**src/rtl/uart_pkg.sv**
```systemverilog
`default_nettype none
// ============================================================================
// Module      : uart_pkg
// Description : Shared register offsets, STATUS bit positions, engine state
//               encoding and bit-timing helper for the UART FIFO core.
// Revision    : 1.0 - initial release
// ============================================================================
package uart_pkg;

    // Register offsets relative to the device start address
    localparam logic [31:0] c_reg_data   = 32'd0;
    localparam logic [31:0] c_reg_status = 32'd1;
    localparam logic [31:0] c_reg_ctrl   = 32'd2;

    // STATUS register bit positions
    localparam int c_st_rx_empty   = 0;
    localparam int c_st_rx_full    = 1;
    localparam int c_st_tx_empty   = 2;
    localparam int c_st_tx_full    = 3;
    localparam int c_st_tx_busy    = 4;
    localparam int c_st_rx_overrun = 5;
    localparam int c_st_rx_break   = 6;

    // Frame phases shared by the transmit and receive engines
    typedef enum logic [1:0] {
        ST_IDLE  = 2'd0,
        ST_START = 2'd1,
        ST_DATA  = 2'd2,
        ST_STOP  = 2'd3
    } uart_state_e;

    // Number of system clocks spanned by one serial bit
    function automatic int calc_cycles_per_bit(input int clock_freq, input int bit_rate);
        return clock_freq / bit_rate;
    endfunction

endpackage
`default_nettype wire

```
**src/rtl/uart_sync_fifo.sv**
```systemverilog
`default_nettype none
// ============================================================================
// Module      : uart_sync_fifo
// Description : Single-clock first-word-fall-through FIFO. The head entry is
//               visible on o_rd_data whenever the FIFO is not empty.
// Revision    : 1.0 - initial release
// ============================================================================
module uart_sync_fifo #(
    parameter int DEPTH = 8,
    parameter int WIDTH = 8
) (
    input  logic             clk,
    input  logic             rst,
    input  logic             i_wr_en,
    input  logic [WIDTH-1:0] i_wr_data,
    input  logic             i_rd_en,
    output logic [WIDTH-1:0] o_rd_data,
    output logic             o_empty,
    output logic             o_full
);

    localparam int c_ptr_w = $clog2(DEPTH);
    localparam int c_cnt_w = $clog2(DEPTH + 1);

    logic [WIDTH-1:0]   r_mem [DEPTH];
    logic [c_ptr_w-1:0] r_wr_ptr_q;
    logic [c_ptr_w-1:0] w_wr_ptr_d;
    logic [c_ptr_w-1:0] r_rd_ptr_q;
    logic [c_ptr_w-1:0] w_rd_ptr_d;
    logic [c_cnt_w-1:0] r_count_q;
    logic [c_cnt_w-1:0] w_count_d;
    logic               w_do_wr;
    logic               w_do_rd;

    assign o_empty   = (r_count_q == '0);
    assign o_full    = (r_count_q == c_cnt_w'(DEPTH));
    assign o_rd_data = r_mem[r_rd_ptr_q];

    // Qualify requests; a write into a full FIFO is allowed when a read frees a slot
    always_comb begin
        w_do_rd    = i_rd_en && !o_empty;
        w_do_wr    = i_wr_en && (!o_full || w_do_rd);
        w_wr_ptr_d = w_do_wr ? r_wr_ptr_q + c_ptr_w'(1) : r_wr_ptr_q;
        w_rd_ptr_d = w_do_rd ? r_rd_ptr_q + c_ptr_w'(1) : r_rd_ptr_q;
        w_count_d  = r_count_q;
        if (w_do_wr && !w_do_rd) begin
            w_count_d = r_count_q + c_cnt_w'(1);
        end else if (!w_do_wr && w_do_rd) begin
            w_count_d = r_count_q - c_cnt_w'(1);
        end
    end

    // Pointer and occupancy registers
    always_ff @(posedge clk or posedge rst) begin
        if (rst) begin
            r_wr_ptr_q <= '0;
            r_rd_ptr_q <= '0;
            r_count_q  <= '0;
        end else begin
            r_wr_ptr_q <= w_wr_ptr_d;
            r_rd_ptr_q <= w_rd_ptr_d;
            r_count_q  <= w_count_d;
        end
    end

    // Storage array; contents are meaningless while the count is zero
    always_ff @(posedge clk) begin
        if (w_do_wr) begin
            r_mem[r_wr_ptr_q] <= i_wr_data;
        end
    end

endmodule
`default_nettype wire

```
**src/rtl/uart_fifo_core.sv**
```systemverilog
`default_nettype none
// ============================================================================
// Module      : uart_fifo_core
// Description : Memory-mapped 8N1 UART with FIFO-buffered transmitter and
//               receiver, DATA / STATUS / CTRL registers on a simple bus.
// Revision    : 1.0 - initial release
// ============================================================================
module uart_fifo_core
    import uart_pkg::*;
#(
    parameter int          CLOCK_FREQ           = 25000000,
    parameter int          BIT_RATE             = 9600,
    parameter int          PAYLOAD_BITS         = 8,
    parameter logic [31:0] DEVICE_START_ADDRESS = 32'h0000_1003,
    parameter logic [31:0] DEVICE_FINAL_ADDRESS = 32'h0000_1005,
    parameter int          BUFFER_SIZE          = 8
) (
    input  logic        clk,
    input  logic        reset,
    input  logic        rx,
    output logic        tx,
    input  logic        read,
    input  logic        write,
    input  logic [31:0] address,
    input  logic [31:0] write_data,
    output logic [31:0] read_data
);

    localparam int c_cpb   = calc_cycles_per_bit(CLOCK_FREQ, BIT_RATE);
    localparam int c_cnt_w = $clog2(c_cpb);
    localparam int c_bit_w = $clog2(PAYLOAD_BITS);
    localparam logic [c_cnt_w-1:0] c_cnt_last = c_cnt_w'(c_cpb - 1);
    localparam logic [c_cnt_w-1:0] c_cnt_half = c_cnt_w'(c_cpb / 2 - 1);
    localparam logic [c_bit_w-1:0] c_bit_last = c_bit_w'(PAYLOAD_BITS - 1);

    // ---------------- bus decode ----------------
    logic        w_in_range;
    logic [31:0] w_offset;
    logic        w_sel_data;
    logic        w_sel_status;
    logic        w_sel_ctrl;
    logic        w_tx_push;
    logic        w_rx_pop;
    logic        w_ctrl_clear;
    logic        w_unused_wdata;

    assign w_in_range   = (address >= DEVICE_START_ADDRESS) && (address <= DEVICE_FINAL_ADDRESS);
    assign w_offset     = address - DEVICE_START_ADDRESS;
    assign w_sel_data   = w_in_range && (w_offset == c_reg_data);
    assign w_sel_status = w_in_range && (w_offset == c_reg_status);
    assign w_sel_ctrl   = w_in_range && (w_offset == c_reg_ctrl);
    assign w_tx_push    = write && w_sel_data;
    assign w_rx_pop     = read && w_sel_data;
    assign w_ctrl_clear = write && w_sel_ctrl && write_data[0];
    assign w_unused_wdata = &{1'b0, write_data[31:PAYLOAD_BITS]};

    // ---------------- FIFOs ----------------
    logic [PAYLOAD_BITS-1:0] w_tx_head;
    logic                    w_tx_empty;
    logic                    w_tx_full;
    logic                    w_tx_pop;
    logic [PAYLOAD_BITS-1:0] w_rx_head;
    logic                    w_rx_empty;
    logic                    w_rx_full;
    logic                    w_rx_push;
    logic [PAYLOAD_BITS-1:0] r_rx_shift_q;

    uart_sync_fifo #(.DEPTH(BUFFER_SIZE), .WIDTH(PAYLOAD_BITS)) u_tx_fifo (
        .clk       (clk),
        .rst       (reset),
        .i_wr_en   (w_tx_push),
        .i_wr_data (write_data[PAYLOAD_BITS-1:0]),
        .i_rd_en   (w_tx_pop),
        .o_rd_data (w_tx_head),
        .o_empty   (w_tx_empty),
        .o_full    (w_tx_full)
    );

    uart_sync_fifo #(.DEPTH(BUFFER_SIZE), .WIDTH(PAYLOAD_BITS)) u_rx_fifo (
        .clk       (clk),
        .rst       (reset),
        .i_wr_en   (w_rx_push),
        .i_wr_data (r_rx_shift_q),
        .i_rd_en   (w_rx_pop),
        .o_rd_data (w_rx_head),
        .o_empty   (w_rx_empty),
        .o_full    (w_rx_full)
    );

    // ---------------- transmitter ----------------
    uart_state_e             r_tx_state_q, w_tx_state_d;
    logic [c_cnt_w-1:0]      r_tx_cnt_q,   w_tx_cnt_d;
    logic [c_bit_w-1:0]      r_tx_bit_q,   w_tx_bit_d;
    logic [PAYLOAD_BITS-1:0] r_tx_shift_q, w_tx_shift_d;
    logic                    r_tx_line_q,  w_tx_line_d;

    assign tx = r_tx_line_q;

    // TX next-state: the line register is updated on the same edge as the
    // state so each bit level lasts exactly one bit time; STOP chains
    // straight into START when another byte is waiting
    always_comb begin
        w_tx_state_d = r_tx_state_q;
        w_tx_cnt_d   = r_tx_cnt_q + c_cnt_w'(1);
        w_tx_bit_d   = r_tx_bit_q;
        w_tx_shift_d = r_tx_shift_q;
        w_tx_line_d  = r_tx_line_q;
        w_tx_pop     = 1'b0;
        case (r_tx_state_q)
            ST_IDLE: begin
                w_tx_cnt_d  = '0;
                w_tx_line_d = 1'b1;
                if (!w_tx_empty) begin
                    w_tx_pop     = 1'b1;
                    w_tx_shift_d = w_tx_head;
                    w_tx_line_d  = 1'b0;
                    w_tx_state_d = ST_START;
                end
            end
            ST_START: begin
                if (r_tx_cnt_q == c_cnt_last) begin
                    w_tx_cnt_d   = '0;
                    w_tx_bit_d   = '0;
                    w_tx_line_d  = r_tx_shift_q[0];
                    w_tx_state_d = ST_DATA;
                end
            end
            ST_DATA: begin
                if (r_tx_cnt_q == c_cnt_last) begin
                    w_tx_cnt_d = '0;
                    if (r_tx_bit_q == c_bit_last) begin
                        w_tx_line_d  = 1'b1;
                        w_tx_state_d = ST_STOP;
                    end else begin
                        w_tx_bit_d   = r_tx_bit_q + c_bit_w'(1);
                        w_tx_shift_d = r_tx_shift_q >> 1;
                        w_tx_line_d  = r_tx_shift_q[1];
                    end
                end
            end
            ST_STOP: begin
                if (r_tx_cnt_q == c_cnt_last) begin
                    w_tx_cnt_d = '0;
                    if (!w_tx_empty) begin
                        w_tx_pop     = 1'b1;
                        w_tx_shift_d = w_tx_head;
                        w_tx_line_d  = 1'b0;
                        w_tx_state_d = ST_START;
                    end else begin
                        w_tx_state_d = ST_IDLE;
                    end
                end
            end
            default: w_tx_state_d = ST_IDLE;
        endcase
    end

    // TX registers; reset forces the line high at once and abandons any frame
    always_ff @(posedge clk or posedge reset) begin
        if (reset) begin
            r_tx_state_q <= ST_IDLE;
            r_tx_cnt_q   <= '0;
            r_tx_bit_q   <= '0;
            r_tx_shift_q <= '0;
            r_tx_line_q  <= 1'b1;
        end else begin
            r_tx_state_q <= w_tx_state_d;
            r_tx_cnt_q   <= w_tx_cnt_d;
            r_tx_bit_q   <= w_tx_bit_d;
            r_tx_shift_q <= w_tx_shift_d;
            r_tx_line_q  <= w_tx_line_d;
        end
    end

    // ---------------- receiver ----------------
    logic                    r_rx_meta_q;
    logic                    r_rx_sync_q;
    uart_state_e             r_rx_state_q, w_rx_state_d;
    logic [c_cnt_w-1:0]      r_rx_cnt_q,   w_rx_cnt_d;
    logic [c_bit_w-1:0]      r_rx_bit_q,   w_rx_bit_d;
    logic [PAYLOAD_BITS-1:0] w_rx_shift_d;
    logic                    r_rx_armed_q, w_rx_armed_d;
    logic                    r_overrun_q,  w_overrun_d;
    logic                    r_break_q,    w_break_d;
    logic                    w_set_overrun;
    logic                    w_set_break;

    // Two-flop synchronizer for the asynchronous serial input (idles high)
    always_ff @(posedge clk or posedge reset) begin
        if (reset) begin
            r_rx_meta_q <= 1'b1;
            r_rx_sync_q <= 1'b1;
        end else begin
            r_rx_meta_q <= rx;
            r_rx_sync_q <= r_rx_meta_q;
        end
    end

    // RX next-state: start bit is confirmed at half a bit, data is sampled at
    // bit centres, and after each frame the engine waits for an idle line
    // before it will accept another start bit
    always_comb begin
        w_rx_state_d  = r_rx_state_q;
        w_rx_cnt_d    = r_rx_cnt_q + c_cnt_w'(1);
        w_rx_bit_d    = r_rx_bit_q;
        w_rx_shift_d  = r_rx_shift_q;
        w_rx_armed_d  = r_rx_armed_q;
        w_rx_push     = 1'b0;
        w_set_overrun = 1'b0;
        w_set_break   = 1'b0;
        case (r_rx_state_q)
            ST_IDLE: begin
                w_rx_cnt_d = '0;
                if (!r_rx_armed_q) begin
                    w_rx_armed_d = r_rx_sync_q;
                end else if (!r_rx_sync_q) begin
                    w_rx_state_d = ST_START;
                end
            end
            ST_START: begin
                if (r_rx_cnt_q == c_cnt_half) begin
                    w_rx_cnt_d = '0;
                    w_rx_bit_d = '0;
                    w_rx_state_d = r_rx_sync_q ? ST_IDLE : ST_DATA;
                end
            end
            ST_DATA: begin
                if (r_rx_cnt_q == c_cnt_last) begin
                    w_rx_cnt_d   = '0;
                    w_rx_shift_d = {r_rx_sync_q, r_rx_shift_q[PAYLOAD_BITS-1:1]};
                    if (r_rx_bit_q == c_bit_last) begin
                        w_rx_state_d = ST_STOP;
                    end else begin
                        w_rx_bit_d = r_rx_bit_q + c_bit_w'(1);
                    end
                end
            end
            ST_STOP: begin
                if (r_rx_cnt_q == c_cnt_last) begin
                    w_rx_cnt_d   = '0;
                    w_rx_armed_d = 1'b0;
                    w_rx_state_d = ST_IDLE;
                    if (r_rx_sync_q) begin
                        if (w_rx_full && !w_rx_pop) begin
                            w_set_overrun = 1'b1;
                        end else begin
                            w_rx_push = 1'b1;
                        end
                    end else if (r_rx_shift_q == '0) begin
                        w_set_break = 1'b1;
                    end
                end
            end
            default: w_rx_state_d = ST_IDLE;
        endcase
    end

    // Sticky error flags; a set in the same cycle as a CTRL clear takes priority
    always_comb begin
        w_overrun_d = r_overrun_q;
        w_break_d   = r_break_q;
        if (w_ctrl_clear) begin
            w_overrun_d = 1'b0;
            w_break_d   = 1'b0;
        end
        if (w_set_overrun) begin
            w_overrun_d = 1'b1;
        end
        if (w_set_break) begin
            w_break_d = 1'b1;
        end
    end

    // RX registers and sticky flags
    always_ff @(posedge clk or posedge reset) begin
        if (reset) begin
            r_rx_state_q <= ST_IDLE;
            r_rx_cnt_q   <= '0;
            r_rx_bit_q   <= '0;
            r_rx_shift_q <= '0;
            r_rx_armed_q <= 1'b0;
            r_overrun_q  <= 1'b0;
            r_break_q    <= 1'b0;
        end else begin
            r_rx_state_q <= w_rx_state_d;
            r_rx_cnt_q   <= w_rx_cnt_d;
            r_rx_bit_q   <= w_rx_bit_d;
            r_rx_shift_q <= w_rx_shift_d;
            r_rx_armed_q <= w_rx_armed_d;
            r_overrun_q  <= w_overrun_d;
            r_break_q    <= w_break_d;
        end
    end

    // ---------------- read path ----------------
    logic [31:0] w_status;

    // Read mux; unmapped or idle bus returns zero, empty RX FIFO reads as zero
    always_comb begin
        w_status                  = '0;
        w_status[c_st_rx_empty]   = w_rx_empty;
        w_status[c_st_rx_full]    = w_rx_full;
        w_status[c_st_tx_empty]   = w_tx_empty;
        w_status[c_st_tx_full]    = w_tx_full;
        w_status[c_st_tx_busy]    = (r_tx_state_q != ST_IDLE);
        w_status[c_st_rx_overrun] = r_overrun_q;
        w_status[c_st_rx_break]   = r_break_q;
        read_data = '0;
        if (read) begin
            if (w_sel_data && !w_rx_empty) begin
                read_data[PAYLOAD_BITS-1:0] = w_rx_head;
            end else if (w_sel_status) begin
                read_data = w_status;
            end
        end
    end

endmodule
`default_nettype wire

```
**config.mk**
```make
export PLATFORM = sky130hd
export DESIGN_NAME = uart_fifo_core
export DESIGN_NICKNAME = d
export VERILOG_FILES = /design/src/rtl/uart_pkg.sv /design/src/rtl/uart_sync_fifo.sv /design/src/rtl/uart_fifo_core.sv
export SDC_FILE = /design/constraint.sdc
export NUM_CORES = 1
export LEC_CHECK = 0
export CAP_MARGIN = 15
export CELL_PAD_IN_SITES_DETAIL_PLACEMENT = 0
export CELL_PAD_IN_SITES_GLOBAL_PLACEMENT = 1
export CORE_UTILIZATION = 42
export CTS_BUF_LIST = sky130_fd_sc_hd__clkbuf_8 sky130_fd_sc_hd__clkbuf_16
export DETAILED_ROUTE_END_ITERATION = 8
export PLACE_DENSITY = 0.85
export SLEW_MARGIN = 30
export SYNTH_ARGS = -nofsm -noshare
export SYNTH_HDL_FRONTEND = slang
export SYNTH_SLANG_ARGS = --single-unit
```
**constraint.sdc**
```tcl
create_clock -name clk -period 2.9 [get_ports clk]
set_input_delay 0.29 -clock clk [delete_from_list [all_inputs] [get_ports clk]]
set_output_delay 0.29 -clock clk [all_outputs]
set_load 0.05 [all_outputs]
```
==> impl_metrics.env <==
export IMPL_status="finished clean"
export IMPL_clock_path_buffers=3
export IMPL_routedWlPerCell_um=17.7
export IMPL_insertion_delay_ns=0.50
export IMPL_root_buffer="clkbuf_16"
export IMPL_hpwlAfterDp_um=12700
export IMPL_synthesis_instances=642
export IMPL_hold_class="in -> async"
export IMPL_fin_crit_sh=0.966
export IMPL_start_util=0.428
export IMPL_synthFlopType="edfxtp_1"
export IMPL_crit_type="reg -> reg"
export IMPL_synth_area_um2=9310
export IMPL_cts_tree="yes"
export IMPL_fill_cells=1746
export IMPL_cts_buffers=22
export IMPL_postRouteAntennaNets=0
export IMPL_core_um2=21800
export IMPL_relSlewSlack=0.487
export IMPL_grtUsageTotal=0.173
export IMPL_end_kind="flop"
export IMPL_yosys_warnings=0
export IMPL_numPortBuffers=53
export IMPL_cp_required_ns=3.29
export IMPL_path_cells="or4bb_1 -> or3_4 -> nor2_4 -> o21ai_4 -> inv_2 -> ha_4 -> inv_2 -> ha_4 -> a21o_1 -> a21oi_2 -> xnor2_1 -> nor2_1 -> xor2_1"
export IMPL_hold_buffers=0
export IMPL_powerDensity_nw_per_um2=540
export IMPL_clkTransAtPathRegs_ns=0.06
export IMPL_setup_viol=0
export IMPL_max_freq_mhz=357
export IMPL_gp_congestion=0.789
export IMPL_grt_max_degree=68
export IMPL_maxCapViolCount=0
export IMPL_nets=873
export IMPL_firstDrtPassIters=4
export IMPL_dp_cells=1029
export IMPL_wirelength_um=19000
export IMPL_placementRows=54
export IMPL_p_leak_nw=4.54
export IMPL_clock_skew_ns=0.0193
export IMPL_finalMaxSlewViolations=0
export IMPL_cp_max_fo=2
export IMPL_num_antenna_cells=0
export IMPL_ir_drop_mv=0.412
export IMPL_via_per_inst=5.32
export IMPL_yosysMostFrequentCell="edfxtp_1"
export IMPL_synth_seq_cells=204
export IMPL_drive_above_1_share=0.294
export IMPL_reg2reg_depth=13
export IMPL_ys_seq_area_frac=0.618
export IMPL_synth_top_cell_by_area="edfxtp_1"
export IMPL_async_reset_ff_frac=0.373
export IMPL_synth_common_cells="edfxtp_1, dfrtp_1, nor2_1"
export IMPL_dieArea_um2=22800
export IMPL_tightest_slew_ns=0.770
export IMPL_die_width_um=151
export IMPL_yosys_area_top_type_share=0.413
export IMPL_crit_slowest_cell="or4bb_1"
export IMPL_drt_iter0_drc=350
export IMPL_grt_pass1_wl_um=30200
export IMPL_synth_area_leaders="edfxtp_1, dfrtp_1, mux4_2, mux2_2, ha_1"
export IMPL_dieHeight_um=151
export IMPL_io_pin_count=102
export IMPL_synth_edf_count=128
export IMPL_antenna_found_initial=0
export IMPL_grt_pass1_vias=5675
export IMPL_syn2layout_area_growth_pct=24.7
export IMPL_cts_sinks=204
export IMPL_period_needed_ns=2.80
export IMPL_finalHoldViolations=0
export IMPL_reg2reg_setup_slack_ns=0.1
export IMPL_finalNonFillerCells=1076
export IMPL_hold_ws_ns=0.0387
export IMPL_drc_errors=0
export IMPL_rr_startpoint="r_rx_cnt_q[8]"
export IMPL_yosysUniqueCellTypes=64
export IMPL_slowest_delay_ns=0.52
export IMPL_syn_avg_cell_area_um2=14.5
export IMPL_grt_overflow=0
export IMPL_num_vias=5719
export IMPL_startpoint_type="flop"
export IMPL_critical_path_arrival_ns=3.19
export IMPL_timing_rr_end="u_rx_fifo.r_count_q[3]"
export IMPL_htree_levels=1
-- power by group --
part           total [W]  internal (W)  leakage [nW]  switching, W
Combinational   0.000453      0.000181          1.90      0.000272
Sequential       0.00317       0.00313          2.28     0.0000417
Clock            0.00265       0.00155         0.355       0.00110
-- cell families (layout without fill, tap and decap cells) --
logic type	Yosys count	count (layout)	synth area share
flops	204	204	0.618
simple gates	171	171	0.102
mux	72	72	0.125
buf+inv	68	199	0.0378
compound gates	66	66	0.0488
xor+xnor	36	36	0.0339
fa+ha+maj	24	24	0.0339
other cells	1	24	0.000403
-- worst max path at each step --
stage                                         to  depth (start not counted)       startpoint  slack (ns)
after floorplan            u_rx_fifo.r_mem[1][0]                          5    r_rx_cnt_q[8]       -0.05
after global placement    u_rx_fifo.r_count_q[3]                         15      address[30]       -0.29
after detailed placement  u_rx_fifo.r_count_q[3]                         15       address[3]       -0.33
after CTS                 u_rx_fifo.r_count_q[3]                         13    r_rx_cnt_q[4]       -0.06
after global routing      u_tx_fifo.r_count_q[3]                         15  r_tx_state_q[0]       -0.02
final                     u_rx_fifo.r_count_q[3]                         13    r_rx_cnt_q[8]         0.1
-- state kept, by name, indices dropped and copies added, names as in the netlist, 2 cells and up, named ones only --
signal                count
r_rx_cnt_q               12
u_tx_fifo.r_wr_ptr_q      3
u_rx_fifo.r_rd_ptr_q      3
r_tx_cnt_q               12
r_tx_bit_q                3
u_rx_fifo.r_count_q       4
u_rx_fifo.r_mem          64
u_rx_fifo.r_wr_ptr_q      3
r_rx_bit_q                3
r_tx_shift_q              8
u_tx_fifo.r_mem          64
r_tx_state_q              2
r_rx_shift_q              8
u_tx_fifo.r_count_q       4
u_tx_fifo.r_rd_ptr_q      3
-- stage by stage --
step / worst slack, ns / TNS (ns) / cell area [um^2] / util / total power (W)
floorplan: -0.0512 / -0.820 / 9410 / - / 0.00352
detailed placement: -0.329 / -1.38 / 10700 / 0.493 / 0.00368
CTS: -0.0561 / -0.0561 / 11500 / 0.527 / 0.00632
global placement: -0.289 / -1.25 / 10700 / 0.493 / 0.00367
global route: -0.0211 / -0.0255 / 11600 / 0.533 / 0.00649
finish: 0.0988 / 0 / 11600 / 0.533 / 0.00627
-- cell usage in the layout, fill, tap and decap left out, types with 10 or more instances in the layout --
cell type	instances
mux2_2	29
mux4_2	32
inv_1	20
nand4_1	10
nand3_1	13
buf_4	80
nor2_1	43
buf_12	11
nand2_1	29
nor3_1	11
conb_1	24
mux2i_1	10
ha_1	15
edfxtp_1	128
xnor2_1	20
o21ai_0	18
a21oi_1	10
clkdlybuf4s50_1	45
clkbuf_16	23
nor4_1	15
xor2_1	16
dfrtp_1	71
-- final cells by class --
class | count | area (um^2) | share of cell area
sequential | 204 | 5750 | 0.496
clock inverter | 16 | 103 | 0.00884
clock buffer | 24 | 589 | 0.0508
inverter | 22 | 83.8 | 0.00722
timing repair buffer | 137 | 1280 | 0.111
multi-input combinational | 393 | 3440 | 0.297
tap | 280 | 350 | 0.0302
-- per-layer routing --
layer  global-route usage  part of all wire  vias up
met5                    0                 0        -
met4               0.0400             0.014        0
met3               0.0235             0.050       22
met2                0.289              0.49      154
met1                0.239              0.44     2879
li1                     -                 -     2664
-- worst max-delay path: cells and delay by family, from the launching register on --
family / cells / cell delay, ns
and+or+nand+nor: 4 / 1.18
buffers and inverters: 2 / 0.13
DFF: 1 / 0.40
AOI/OAI and AO/OA: 3 / 0.39
xor gates and xnor gates: 2 / 0.28
adders and majority gates: 2 / 0.34
-- timing repair --
| item | 4_1_cts | 5_1_grt |
|---|---|---|
| gates cloned | 0 | 0 |
| endpoints found under the hold margin | 0 | 0 |
| buffers inserted | 4 | 3 |
| endpoints found under the setup margin | 5 | 14 |
| pin swaps | 6 | 21 |
| resized for setup | 2 | 24 |
Note: power is estimated with default switching activity, not from simulation.
